$ cat src/rtl/bin2bcd_seq_if.sv
// Handshake bundle between a conversion requester and bin2bcd_seq.
interface bin2bcd_seq_if #(
    parameter int WIDTH  = 32,
    parameter int DIGITS = 10
) ();
    logic                  start;
    logic [WIDTH-1:0]      bin;
    logic                  busy;
    logic                  done;
    logic [4*DIGITS-1:0]   bcd;

    modport master (
        output start,
        output bin,
        input  busy,
        input  done,
        input  bcd
    );

    modport slave (
        input  start,
        input  bin,
        output busy,
        output done,
        output bcd
    );
endinterface

$ cat src/rtl/bin2bcd_seq.sv
// Sequential double-dabble binary to packed-BCD converter, one bit per clock.
module bin2bcd_seq #(
    parameter int WIDTH  = 32,
    parameter int DIGITS = 10
) (
    input  logic          clk,
    input  logic          rst,
    bin2bcd_seq_if.slave  io
);
    localparam int BW = 4 * DIGITS;
    localparam int CW = $clog2(WIDTH + 1);

    typedef enum logic {
        IDLE,
        SHIFT
    } state_t;

    state_t            state_q, state_d;
    logic [CW-1:0]     cnt_q, cnt_d;
    logic [WIDTH-1:0]  work_q, work_d;
    logic [BW-1:0]     scr_q, scr_d;
    logic [BW-1:0]     bcd_q, bcd_d;
    logic              busy_q, busy_d;
    logic              done_q, done_d;

    logic [BW-1:0]     adj;
    logic [BW-1:0]     scr_nxt;

    always_comb begin
        // Per-digit correction; each nibble is adjusted on its own, no carries.
        adj = scr_q;
        for (int i = 0; i < DIGITS; i++) begin
            if (scr_q[4*i +: 4] >= 4'd5) begin
                adj[4*i +: 4] = scr_q[4*i +: 4] + 4'd3;
            end
        end
        scr_nxt = BW'({adj, work_q[WIDTH-1]});
    end

    always_comb begin
        state_d = state_q;
        cnt_d   = cnt_q;
        work_d  = work_q;
        scr_d   = scr_q;
        bcd_d   = bcd_q;
        busy_d  = busy_q;
        done_d  = 1'b0;
        unique case (state_q)
            IDLE: begin
                if (io.start) begin
                    state_d = SHIFT;
                    work_d  = io.bin;
                    scr_d   = '0;
                    cnt_d   = CW'(WIDTH);
                    busy_d  = 1'b1;
                end
            end
            SHIFT: begin
                scr_d  = scr_nxt;
                work_d = {work_q[WIDTH-2:0], 1'b0};
                cnt_d  = cnt_q - CW'(1);
                if (cnt_q == CW'(1)) begin
                    state_d = IDLE;
                    busy_d  = 1'b0;
                    done_d  = 1'b1;
                    bcd_d   = scr_nxt;
                end
            end
        endcase
    end

    always_ff @(posedge clk or posedge rst) begin
        if (rst) begin
            state_q <= IDLE;
            cnt_q   <= '0;
            work_q  <= '0;
            scr_q   <= '0;
            bcd_q   <= '0;
            busy_q  <= 1'b0;
            done_q  <= 1'b0;
        end else begin
            state_q <= state_d;
            cnt_q   <= cnt_d;
            work_q  <= work_d;
            scr_q   <= scr_d;
            bcd_q   <= bcd_d;
            busy_q  <= busy_d;
            done_q  <= done_d;
        end
    end

    assign io.busy = busy_q;
    assign io.done = done_q;
    assign io.bcd  = bcd_q;
endmodule

$ cat src/flat_wrapper.sv
// flat-port wrapper written by rule: the top's interface ports become plain ports
module bin2bcd_seq_flat 
#(
    parameter int WIDTH  = 32,
    parameter int DIGITS = 10
)
  (clk, rst, io_start, io_bin, io_busy, io_done, io_bcd);
  bin2bcd_seq_if #(.WIDTH(WIDTH), .DIGITS(DIGITS)) io_i ();
  input  logic clk;
  input  logic rst;
  input wire logic [$bits(io_i.start)-1:0] io_start;
  input wire logic [$bits(io_i.bin)-1:0] io_bin;
  output wire logic [$bits(io_i.busy)-1:0] io_busy;
  output wire logic [$bits(io_i.done)-1:0] io_done;
  output wire logic [$bits(io_i.bcd)-1:0] io_bcd;
  assign io_i.start = io_start;
  assign io_i.bin = io_bin;
  assign io_busy = io_i.busy;
  assign io_done = io_i.done;
  assign io_bcd = io_i.bcd;
  bin2bcd_seq #(.WIDTH(WIDTH), .DIGITS(DIGITS)) u_core (.clk(clk), .rst(rst), .io(io_i));
endmodule
$ cat config.mk
export PLATFORM = sky130hd
export DESIGN_NAME = bin2bcd_seq_flat
export DESIGN_NICKNAME = d
export VERILOG_FILES = /design/src/rtl/bin2bcd_seq_if.sv /design/src/rtl/bin2bcd_seq.sv /design/src/flat_wrapper.sv
export SDC_FILE = /design/constraint.sdc
export NUM_CORES = 1
export LEC_CHECK = 0
export ABC_CLOCK_PERIOD_IN_PS = 4400
export BUFFER_PORTS_ARGS = -buffer_cell sky130_fd_sc_hd__buf_2
export CORE_AREA = 2 2 118 120
export DETAILED_ROUTE_END_ITERATION = 10
export DIE_AREA = 0 0 120 122
export HOLD_SLACK_MARGIN = 0.08
export PLACE_DENSITY = 0.65
export SYNTH_ARGS = -nofsm -noshare
export SYNTH_HDL_FRONTEND = slang
export SYNTH_SLANG_ARGS = --single-unit
$ cat constraint.sdc
create_clock -name clk -period 4.4 [get_ports clk]
set_input_delay 0.44 -clock clk [delete_from_list [all_inputs] [get_ports clk]]
set_output_delay 0.44 -clock clk [all_outputs]
set_load 0.01 [all_outputs]
Yosys cells after proc, flatten, opt, wreduce, memory -nomap -nowiden:

Cells that the tools add are included.

* flip-flop bits (word level): 121
* bits of input ports: 35
* output and inout bits: 42
* logic and storage cells: 58

* $add $sub $neg: 11
* order comparisons: 10
* equal/unequal tests: 3
* mux-type cells: 24
* bitwise logic cells: 1
* reduce and logical (&&, ||, !) cells: 2

Operators by type and width (count)
* $pmux 40 s2: 1
* $pmux 32 s2: 1
* $ge 4x3->1 const B: 10
* $mux 40: 1
* $add 4x2->4 const B: 9
* $mux 4: 9
* $mux 32: 1
* $pmux 6 s2: 1
* $eq 6x1->1 const B: 1
* $mux 1: 6
* $mux 6: 1
* $sub 6x1->6 const B: 1
* $ne 2x2->1 const B: 2
* $pmux 1 s2: 2
* $reduce_and 2->1: 2
* $add 3x2->3 const B: 1
* $mux 3: 1
* $not 1->1: 1

Depth between registers and ports, before layout:

Gate-level depths: netlist of the first run.

* depth in word-level cells: 3
* gate-level depth with buffers: 8
* gate-level depth less buffers: 6

Worst setup path before layout of the first run:

Ideal clock, no wire load.

* path kind: reg2reg
* start point: register u_core.cnt_q[1]
* end point: register u_core.bcd_q[1], in the netlist u_core.io.bcd[1]
* library setup time: 125 ps
* arrival time: 1420 ps
* required time: 4275 ps
* slack: 2855 ps
* stages on the path, launching flop included: 8
* path buffers: 1
* clock period less this slack: 1545 ps
* cell sequence: dfrtp_1 -> inv_1 -> ha_1 -> and4bb_4 -> nand2_4 -> inv_4 -> buf_8 -> mux2_4

* longest elaborated chain between the ends: 2

Ends and longest elaborated chain
* from (decl): RTL line bin2bcd_seq.sv:19 `logic [CW-1:0] cnt_q, cnt_d;`
* from (signal assigned): RTL line bin2bcd_seq.sv:83 `cnt_q <= cnt_d;`
* $eq 6x1->1: RTL line bin2bcd_seq.sv:62 `if (cnt_q == CW'(1)) begin`
* $reduce_and 2->1 (no source line)
* to (signal assigned): RTL line bin2bcd_seq.sv:78 `bcd_q <= '0;`
* to (signal assigned): RTL line bin2bcd_seq.sv:86 `bcd_q <= bcd_d;`
* to (decl): RTL line bin2bcd_seq.sv:22 `logic [BW-1:0] bcd_q, bcd_d;`

Every way passes these cells.
A chain may end at the register's enable or synchronous reset.

Final worst setup path of the first run:

* start point: register u_core.state_q
* end point: register u_core.cnt_q[5]

* longest elaborated chain between the ends: 2
* elaborated cells between the ends (all ways): 3
* classes of those cells: eq/ne (1); mux (1); bitwise (1)

Ends and longest elaborated chain
* from (decl): RTL line bin2bcd_seq.sv:18 `state_t state_q, state_d;`
* from (signal assigned): RTL line bin2bcd_seq.sv:82 `state_q <= state_d;`
* $not 1->1: RTL line bin2bcd_seq.sv:48 `unique case (state_q)`
* $pmux 6 s2 / $ne 2x2->1 (equally long branches)

Parallel ways exist; a longest one is shown, timed or not.

==> results.yml, run 1 <==
synth:
  ys_ff_latch: 121
  synthArstFlopShare_pct: 100
  syn_avg_cell_area_um2: 10.8
  synth_nets: 607
  synth_edf_count: 0
  syn_area_um2: 5940
  syn_inst: 550
  seq_area_frac_synth_pct: 51.0
  yosysUniqueCellTypes: 33
  synth_flop_cell: "dfrtp_1"
  yosys_warnings: 0
setup_path:
  r2r_cells: 4
  worstPathArrival_ns: 2.63
  cp.buffers_inverters: 1
  path_max_fanout: 94
  rrSetupSlack_ns: 2.11
  path_depth: 4
  crit_path_start: "u_core.state_q$_DFF_PP0_"
  critPathLaunchType: "register"
  criticalPathCategory: "reg -> reg"
  worstPathRequired_ns: 4.73
  cp_cell_sequence: "buf_4 -> nor4b_2 -> a211oi_1 -> a31oi_1"
  crit_slowest_cell: "buf_4"
  cpPeakStageDelay_ns: 0.73
  end_kind: "register"
  cp_top_family: "buffers and inverters"
  reg2reg_to: "u_core.cnt_q[5]$_DFFE_PP0P_"
  cp-endpoint: "u_core.cnt_q[5]$_DFFE_PP0P_"
  rr_startpoint: "u_core.state_q$_DFF_PP0_"
grt:
  grt_pass1_wl_um: 19700
  antenna_found_initial: 0
  grt_max_degree: 95
  grt_overflow_total: 0
  track_usage_pct: 17.3
  grt_pass1_vias: 4101
clock_tree:
  cts.sinks: 121
  clockBufferDepth: 2
  cts_root_buf: "clkbuf_16"
  insertion_delay_ns: 0.42
  htree_levels: 4
  cts.clk_slew.worst_paths_ns: 0.05
  cts_tree: "done"
  numCtsBuffers: 17
die:
  coreArea_um2: 13500
  num_rows: 43
  boundaryPins: 77
  die_h_um: 122
  dieArea_um2: 14600
  start_util_pct: 44.0
  die_width_um: 120
power:
  p_per_area_nw_per_um2: 758
  peakVddDrop_mv: 0.273
  power_mw: 5.31
  cellLeakagePower_nw: 3.53
worst_hold_path:
  min-delay-path-class: "in -> reg"
  holdPathStages: 3
  hp-start: "io_bin[0]"
finish:
  final_cell_mix: "dfrtp_1, buf_2, nand2_1"
  layout.nets: 679
  drive_gt1_share_pct: 21.9
  n_antenna_cell: 0
  final_common_cell: "dfrtp_1"
  syn_to_final_growth_pct: 17.9
timing:
  drv_slew: 0
  setup_tns_ns: 0
  relSlewSlack_pct: 41.8
  skew_ns: 0.00591
  fmax_ghz: 0.436
  period_needed_ns: 2.29
  tightest_slew_ns: 0.869
  setup_viol: 0
  period_share_pct: 52.1
  rsz0062_at_grt: "no"
  hold_viol: 0
drt:
  avgRoutedWirePerCell_um: 14.4
  drtAntennaViolNets: 0
  drt_pass1_iterations: 4
  first_iter_violations: 221
  vias: 4164
  via_per_inst: 5.11
  drc_errors: 0
  drt_wl_total_um: 11800
outcome:
  status: "complete, no violations"
place:
  port_buffers: 76
  dpl.hpwl_um: 8030
  gp_congestion: 0.785
flow_run:
  maxCapViolCount: 0
==> cell type report <==
| type | count | area (um2) |
|---|---|---|
| Multi-Input combinational cell | 375 | 2650 |
| Clock buffer | 24 | 502 |
| Timing Repair Buffer | 82 | 428 |
| Sequential cell | 121 | 3030 |
| Clock inverter | 8 | 67.6 |
| Tap cell | 180 | 225 |
| Inverter | 25 | 98.8 |
| Fill cell | 1222 | 6500 |
==> worst register-to-register path: cells and delay by family, from the launching register on <==
family          cells  cell delay, ns
compound gates      2            0.28
buf+inv             1            0.73
flops               1            0.71
simple gates        1            0.49
==> cells by family after synthesis <==
| logic type | synth area share (%) |
|---|---|
| buffers and inverters | 4.38 |
| and+or+nand+nor | 11.9 |
| xor gates and xnor gates | 1.77 |
| AOI/OAI and AO/OA | 12.2 |
| DFF | 51.0 |
| adders and majority gates | 4.64 |
| muxes | 14.1 |
==> how the worst min path moves through the flow <==
stage	end	slack, ns
3_3_place_gp	u_core.work_q[24]$_DFFE_PP0P_	0.46
2_1_floorplan	u_core.cnt_q[5]$_DFFE_PP0P_	0.45
6_report	u_core.work_q[0]$_DFFE_PP0P_	0.30
4_1_cts	u_core.work_q[0]$_DFFE_PP0P_	0.29
3_5_place_dp	u_core.work_q[27]$_DFFE_PP0P_	0.47
5_1_grt	u_core.work_q[0]$_DFFE_PP0P_	0.32
==> where the power goes <==
part	total, mW	switching, mW	internal (mW)
Sequential	1.99	0.393	1.60
Combinational	1.99	1.01	0.980
Clock	1.32	0.479	0.844
Total	5.31	1.88	3.42
==> registers in the layout, indices dropped and copies added, names as in the netlist <==
register / count
u_core.scr_q: 40
u_core.cnt_q: 6
u_core.io.busy: 1
u_core.io.bcd: 40
u_core.state_q: 1
u_core.io.done: 1
u_core.work_q: 32
==> cells in the mapped netlist, drive strengths merged (12+ instances only) <==
cell    number  share of area, %
dfrtp      121                51
nand2       70               4.6
o21ai       69               5.8
mux2i       52               8.8
a21oi       31               2.6
nor3b       26               3.3
inv         25               1.6
ha          22               4.6
mux2        22               5.3
buf         15               1.9
clkbuf      14              0.89
a21o        12               1.5
a22o        12               1.8
nand2b      12               1.3
==> what timing repair did <==
action,in CTS,in global routing
setup buffers,0,0
endpoints found under the hold margin,35,0
hold buffers,1,0
gates resized for setup,0,0
==> through the flow <==
step	std cells	hold WS (ns)	setup slack (ns)	area (um2)	utilization, %
2_1_floorplan	550	0.449	0.746	5940	-
3_3_place_gp	782	0.459	2.16	6420	47.6
3_5_place_dp	782	0.472	2.12	6420	47.6
4_1_cts	815	0.292	2.11	7000	51.8
5_1_grt	815	0.316	1.96	7000	51.8
6_report	815	0.295	2.11	7000	51.8
==> layer usage <==
| layer | global-route usage, % | vias up | part of all wire, % |
|---|---|---|---|
| met4 | 7.79 | 0 | 2.1 |
| met1 | 21.6 | 2018 | 46 |
| met3 | 4.35 | 21 | 3.3 |
| met5 | 0 | - | 0 |
| met2 | 28.4 | 73 | 48 |
| li1 | - | 2052 | - |
(Power assumes the default switching activity.)
==> inputs of run 2 (changes only) <==
ABC_CLOCK_PERIOD_IN_PS = 2100   (was 4400)
PLACE_DENSITY = 0.68   (was 0.65)
clock period = 2.1 ns   (was 4.4 ns; I/O delays follow)
==> results.yml, run 2 (synthesis gave the netlist of run 1 again) <==
outcome:
  status: "complete, no violations"
setup_path:
  crit_path_start: "u_core.cnt_q[1]$_DFFE_PP0P_"
  end_kind: "register"
  criticalPathCategory: "reg -> reg"
  reg2reg_to: "u_core.io.bcd[30]$_DFFE_PP0P_"
  worstPathRequired_ns: 2.40
  r2r_cells: 6
  worstPathArrival_ns: 2.12
  rrSetupSlack_ns: 0.29
  path_max_fanout: 23
  critPathLaunchType: "register"
  rr_startpoint: "u_core.cnt_q[1]$_DFFE_PP0P_"
place:
  gp_congestion: 0.822
  dpl.hpwl_um: 8000
  port_buffers: 76
drt:
  drt_wl_total_um: 12200
  avgRoutedWirePerCell_um: 14.8
  drc_errors: 0
  drtAntennaViolNets: 0
  vias: 4244
  drt_pass1_iterations: 4
  first_iter_violations: 196
  via_per_inst: 5.15
finish:
  final_cell_mix: "dfrtp_1, buf_2, nand2_1"
  nFillCells: 1170
  syn_to_final_growth_pct: 22.2
  final_common_cell: "dfrtp_1"
  n_antenna_cell: 0
  drive_gt1_share_pct: 22.7
  layout.nets: 688
clock_tree:
  cts.sinks: 121
  numCtsBuffers: 17
  clockBufferDepth: 2
  htree_levels: 4
  cts_root_buf: "clkbuf_16"
  ctsResizeCount: 0
  insertion_delay_ns: 0.42
  cts_tree: "done"
  cts.clk_slew.worst_paths_ns: 0.06
  post_cts_buffers: 0
timing:
  skew_ns: 0.00901
  hold_viol: 0
  fmax_ghz: 0.551
  whs_ns: 0.0937
  rsz0062_at_grt: "no"
  period_needed_ns: 1.81
  tightest_slew_ns: 0.651
  period_share_pct: 86.4
  setup_viol: 0
  relSlewSlack_pct: 56.5
  setup_tns_ns: 0
  drv_slew: 0
grt:
  track_usage_pct: 18.1
  grt_overflow_total: 0
  grt_pass1_vias: 4375
  grt_pass1_wl_um: 20800
  antenna_found_initial: 1
  grt_max_degree: 136
die:
  dieArea_um2: 14600
  num_rows: 43
  die_h_um: 122
  boundaryPins: 77
  die_width_um: 120
  coreArea_um2: 13500
  start_util_pct: 44.0
power:
  p_per_area_nw_per_um2: 1620
  power_mw: 11.8
  cellLeakagePower_nw: 3.63
  peakVddDrop_mv: 0.707
worst_hold_path:
  min-delay-path-class: "in -> reg"
  min_to: "u_core.work_q[25]$_DFFE_PP0P_"
  holdPathStages: 3
  hp-start: "io_bin[25]"
flow_run:
  maxCapViolCount: 0
## run 2: changes by cell type in the layout (fill, tap and decap cells not counted)
| cell | previous run | this run |
|---|---|---|
| inv_4 | 2 | 1 |
| buf_12 | 0 | 4 |
| clkbuf_1 | 2 | 0 |
| dlygate4sd3_1 | 1 | 5 |
| bufinv_16 | 1 | 6 |
| clkbuf_8 | 5 | 4 |
| buf_4 | 5 | 6 |
| clkinv_2 | 6 | 1 |
| clkinvlp_4 | 1 | 5 |
## run 2: how the worst max path moves through the flow
stage	cells after the start	slack [ns]	to
finish	6	0.29	u_core.io.bcd[30]$_DFFE_PP0P_
global route	6	0.21	u_core.io.bcd[29]$_DFFE_PP0P_
CTS	6	0.27	u_core.io.bcd[30]$_DFFE_PP0P_
detailed placement	6	0.27	u_core.io.bcd[33]$_DFFE_PP0P_
global placement	6	0.35	u_core.io.bcd[30]$_DFFE_PP0P_
floorplan	1	0.41	u_core.cnt_q[0]$_DFFE_PP0P_
## run 2: per-layer routing
metal  up-vias  GRT usage (%)  wire length [um]
met4         2           8.60               287
li1       2069              -                 -
met2        72           30.4              5940
met5         -              0                11
met3        24           4.35               365
met1      2077           22.0              5630
## run 2: where the power goes
group	switching (mW)	internal, mW
registers	0.798	3.35
logic	2.16	2.08
clock network	1.05	2.35
total	4.00	7.78
## run 2: cell type report
cell class	instances	area, um2	area share (%)
Inverter	25	100	1.38
Tap cell	180	225	3.10
Clock inverter	11	215	2.97
Timing Repair Buffer	91	556	7.66
Sequential cell	121	3030	41.8
Clock buffer	21	480	6.62
Multi-Input combinational cell	375	2650	36.5
## run 2: timing repair
action                     CTS  global route
hold buffers                 5             0
hold endpoints to repair    24             0
setup endpoints to repair    0             0
## run 2: worst max-delay path, stage by stage, from the launching register on
cell and delay [ns]:
dfrtp_1 0.39, inv_1 0.12, ha_1 0.16, and4bb_4 0.24, nand2_4 0.06, inv_4 0.34, mux2_2 0.38
## run 2: metrics by stage
| stage | cells | util (%) | setup slack, ns | instance area (um2) |
|---|---|---|---|---|
| floorplan | 550 | - | 0.407 | 5940 |
| global placement | 787 | 48.2 | 0.347 | 6510 |
| detailed placement | 787 | 48.2 | 0.274 | 6510 |
| CTS | 824 | 53.7 | 0.271 | 7260 |
| global route | 824 | 53.7 | 0.208 | 7260 |
| finish | 824 | 53.7 | 0.285 | 7260 |
